===== src/rtl/gpio_debounce.sv =====
// Per-channel 2-flop synchroniser plus stability counter for raw board inputs.
// Optional rise/fall strobes are built when GPIO_DEBOUNCE_EDGE_EN is defined.
module gpio_debounce #(
  parameter int unsigned           Width        = 3,
  parameter int unsigned           StableCycles = 60000,
  parameter logic [Width-1:0]      ResetVal     = '0
) (
  input  logic             clk_i,
  input  logic             rst_ni,
  input  logic [Width-1:0] gpio_i,
  output logic [Width-1:0] gpio_o
`ifdef GPIO_DEBOUNCE_EDGE_EN
  ,
  output logic [Width-1:0] rise_o,
  output logic [Width-1:0] fall_o
`endif
);

  localparam int unsigned CntW = (StableCycles > 1) ? $clog2(StableCycles) : 1;
  localparam logic [CntW-1:0] CntMax = CntW'(StableCycles - 1);

  logic [Width-1:0] s1;
  logic [Width-1:0] s2;
  logic [CntW-1:0]  cnt [Width];

  always_ff @(posedge clk_i or negedge rst_ni) begin
    if (!rst_ni) begin
      s1 <= ResetVal;
      s2 <= ResetVal;
    end else begin
      s1 <= gpio_i;
      s2 <= s1;
    end
  end

  // Terminal compare comes before the increment, so the counter never wraps.
  always_ff @(posedge clk_i or negedge rst_ni) begin
    if (!rst_ni) begin
      gpio_o <= ResetVal;
      for (int unsigned i = 0; i < Width; i++) begin
        cnt[i] <= '0;
      end
    end else begin
      for (int unsigned i = 0; i < Width; i++) begin
        if (s2[i] == gpio_o[i]) begin
          cnt[i] <= '0;
        end else if (cnt[i] == CntMax) begin
          gpio_o[i] <= s2[i];
          cnt[i]    <= '0;
        end else begin
          cnt[i] <= cnt[i] + CntW'(1);
        end
      end
    end
  end

`ifdef GPIO_DEBOUNCE_EDGE_EN
  // gpio_prev resets to ResetVal so the reset-time force of gpio_o never strobes.
  logic [Width-1:0] gpio_prev;

  always_ff @(posedge clk_i or negedge rst_ni) begin
    if (!rst_ni) begin
      gpio_prev <= ResetVal;
      rise_o    <= '0;
      fall_o    <= '0;
    end else begin
      gpio_prev <= gpio_o;
      rise_o    <= gpio_o & ~gpio_prev;
      fall_o    <= ~gpio_o & gpio_prev;
    end
  end
`endif

endmodule


===== config.mk =====
export PLATFORM = sky130hd
export DESIGN_NAME = gpio_debounce
export DESIGN_NICKNAME = d
export VERILOG_FILES = /design/src/rtl/gpio_debounce.sv
export SDC_FILE = /design/constraint.sdc
export NUM_CORES = 1
export LEC_CHECK = 0
export ABC_CLOCK_PERIOD_IN_PS = 1600
export CORE_ASPECT_RATIO = 1.1
export CORE_UTILIZATION = 50
export CTS_CLUSTER_DIAMETER = 100
export DETAILED_ROUTE_END_ITERATION = 12
export PLACE_DENSITY = 0.67
export SLEW_MARGIN = 15
export SYNTH_ARGS = -nofsm -noshare
export SYNTH_HDL_FRONTEND = slang
export SYNTH_SLANG_ARGS = --single-unit
export TNS_END_PERCENT = 10

===== constraint.sdc =====
create_clock -name clk_i -period 1.6 [get_ports clk_i]
set_input_delay 0.24 -clock clk_i [delete_from_list [all_inputs] [get_ports clk_i]]
set_output_delay 0.24 -clock clk_i [all_outputs]
set_load 0.005 [all_outputs]

==> key figures <==
Run status
  • Status: complete, but fails checks
  • Failing checks: setup timing

STA
  • Fmax achieved: 606 MHz
  • Final hold vios: 0
  • Setup ws final: -0.0489 ns
  • Worst-margin pin slew: 0.379 ns
  • Max-slew violations: 0
  • RSZ-0062 raised after global routing: true
  • Final hold slack: 0.344 ns
  • Slew margin rel.: 0.747
  • Setup TNS: -0.571 ns
  • Fin Clk Skew: 0.0118 ns
  • Min cycle time layout: 1.65 ns
  • Final setup fails: 16
  • Period utilization: 1.03

Pwr
  • Pleak: 1.35 nW
  • PD cells: 854 nW/um^2
  • VDD IR-drop max: 0.000611 V

Setup path
  • Crit-path leading delay family: simple AND/OR/NAND/NOR gates
  • Worst Path Arrival: 1.87 ns
  • Critical path launch point type: flip-flop
  • FF-to-FF Start: cnt[12]
  • Worst R2R Path Depth: 5
  • Cell chain of the critical path: or4b_4 -> nor4_4 -> or2_4 -> clkbuf_16 -> nor2_1
  • WS Path Type: flip-flop to flip-flop
  • Worst R2R Setup Slack: -0.05 ns
  • CP endpoint kind: flip-flop
  • CP peak stage delay: 0.56 ns
  • Required @ worst endpoint: 1.82 ns
  • Reg2reg end: cnt[10]
  • CP Buf/Inv Count: 1
  • Critical Path Fanout Max: 7
  • Crit path max-delay cell type: or4b_4

Run
  • Max Cap Violations: 0

Synthesis
  • Number of synthesized flops with an enable pin: 0
  • Yosys reg bits: 57
  • Distinct cell type count after synthesis: 31
  • Synthesized Nets: 263
  • Mapped Area: 2660 sq um
  • Register area share after synthesis: 0.537
  • Asr flop ratio synth: 1.00
  • Post-synth top flop: dfrtp_1
  • Synth Warn #: 0
  • Cells after Synth: 255
  • Synth Area per Inst: 10.4 sq um

Global route
  • Largest net degree at the start of global routing: 24
  • All-Layer GR Usage: 0.205
  • Vias in the first global route: 1945
  • Total gr overflow: 0
  • Initial antenna violation count: 0
  • First-pass GRT wire length: 8750 microns

Placement
  • I/O Buffers: 7
  • Hpwl dp: 3310 microns
  • Final RePlAce weighted congestion: 0.802

Clock network
  • Clock tree sinks: 57
  • Clock Latency Late Sink: 0.34 ns
  • Worst-case clock buffer depth: 2
  • Reg clk slew, reported paths: 0.07 ns
  • Root Driver: clkbuf_8
  • CTS tree: built
  • Postcts setup bufs: 0
  • Cts bufs inserted: 9
  • CTS H-tree depth: 3

Finish
  • Multi-input gate area: 1230 sq um
  • Layout cells sized above 1: 0.181
  • Filler cells: 409
  • Layout area overhead: 20.9%
  • # diodes: 0
  • Sequential Area: 1430 sq um
  • Final nets: 301

Die
  • Initial Utilization: 0.524
  • Core area: 5070 sq um
  • Die area: 5610 sq um
  • Die H: 78.5 microns
  • Num rows: 27
  • Die X: 71.5 microns
  • Number of I/O pins: 8

Min path
  • Endpoint, Worst Hold: s1[2]
  • Hold Crit Class: input pin to flip-flop
  • Hold_sp: gpio_i[2]
  • Hold path cells: 1

Detailed routing
  • Routed Antenna Nets: 0
  • DRT iter0 DRCs: 147
  • Via count: 1926
  • # DRC: 0
  • Routed vias/inst: 5.41
  • DRT Wirelength: 5060 microns
  • Wire per inst: 14.2 microns
  • Initial DRT Pass Iterations: 4
sequential cells by signal, indices dropped and copies added (netlist names):
| register | flops |
|---|---|
| s1 | 3 |
| s2 | 3 |
| cnt | 48 |
| gpio_o | 3 |
metal layers:
layer	share of wire	GRT usage	wire [microns]	up-vias
li1	-	-	-	966
met1	0.48	0.261	2450	918
met2	0.47	0.329	2380	30
met3	0.023	0.0347	114	12
met4	0.024	0.118	124	0
met5	0	0	0	-
kinds of logic (layout without fill, tap and decap cells):
| logic type | count (synthesis) | after routing | synth area share |
|---|---|---|---|
| xor gates and xnor gates | 43 | 43 | 0.142 |
| adders and majority gates | 3 | 3 | 0.0141 |
| muxes | 3 | 3 | 0.0127 |
| AOI/OAI and AO/OA | 4 | 4 | 0.00753 |
| buffers and inverters | 10 | 53 | 0.0217 |
| and+or+nand+nor | 135 | 135 | 0.266 |
| DFF | 57 | 57 | 0.537 |
synth_stat cells (2+ instances only):
master,count,area [sq um]
xnor2_1,29,254
nor3_1,11,55.1
nand3_1,15,75.1
and4_1,5,43.8
clkbuf_1,2,7.51
a21oi_1,2,10.0
nand4_1,17,106
nor4_1,9,56.3
nor4bb_1,3,30.0
mux2_2,3,33.8
ha_1,3,37.5
dfrtp_1,57,1430
inv_1,5,18.8
nor2_1,45,169
and3_1,2,12.5
or3_1,2,12.5
nand2_1,15,56.3
xor2_1,14,123
o21ai_0,2,10.0
and2_1,3,18.8
cell usage in the layout, fill, tap and decap left out, types with 2 or more instances in the layout:
master / Yosys / final
dfrtp_1: 57 / 56
nor2_1: 45 / 43
xnor2_1: 29 / 29
buf_4: 0 / 20
nand4_1: 17 / 17
nand3_1: 15 / 15
xor2_1: 14 / 14
nand2_1: 15 / 14
nor3_1: 11 / 11
clkbuf_8: 0 / 9
nor4_1: 9 / 8
clkdlybuf4s50_1: 0 / 6
inv_1: 5 / 5
and4_1: 5 / 4
clkinv_2: 0 / 4
nor4bb_1: 3 / 3
and2_1: 3 / 3
mux2_2: 3 / 3
clkbuf_1: 2 / 3
buf_12: 0 / 3
and3_1: 2 / 2
o21ai_0: 2 / 2
or3_1: 2 / 2
a21oi_1: 2 / 2
worst max path at each step:
stage               startpoint      end  depth (start not counted)
floorplan              cnt[32]  cnt[37]                          6
global placement       cnt[12]   cnt[5]                          5
detailed placement     cnt[12]  cnt[14]                          5
CTS                    cnt[12]  cnt[14]                          5
global route           cnt[12]  cnt[10]                          5
finish                 cnt[12]  cnt[10]                          5
area by class of cell:
cell class / instances / area share
Multi-Input combinational cell: 188 / 0.382
Clock inverter: 4 / 0.00623
Timing Repair Buffer: 32 / 0.0966
Inverter: 5 / 0.00584
Sequential cell: 57 / 0.444
Tap cell: 58 / 0.0226
Clock buffer: 12 / 0.0421
power breakdown:
part / internal [mW] / leakage [nW] / switching [mW]
clock: 0.552 / 0.0839 / 0.548
sequential: 1.47 / 0.773 / 0.0221
combinational: 0.0709 / 0.490 / 0.0812
total: 2.09 / 1.35 / 0.651
metrics by stage:
step           cells   util  worst slack (ns)  cell area [sq um]  total power [mW]
2_1_floorplan    255      -           0.00312               2660              1.57
3_3_place_gp     338  0.586            0.0398               2970              1.65
3_5_place_dp     338  0.586           -0.0642               2970              1.66
4_1_cts          355  0.621           -0.0141               3150              2.76
5_1_grt          356  0.634            -0.121               3210              2.86
6_report         356  0.634           -0.0489               3210              2.74
what timing repair did:
item | in CTS | in global routing
hold buffers | 1 | 0
cloned | 0 | 1
pin swaps | 1 | 6
endpoints found under the hold margin | 13 | 0
resized for setup | 2 | 11
endpoints found under the setup margin | 16 | 44
worst register-to-register path: cells and delay by family, from the launching register on:
kind          cells  cell delay [ns]
simple gates      4             1.01
buf+inv           1             0.15
flops             1             0.39
(Power assumes the default switching activity.)
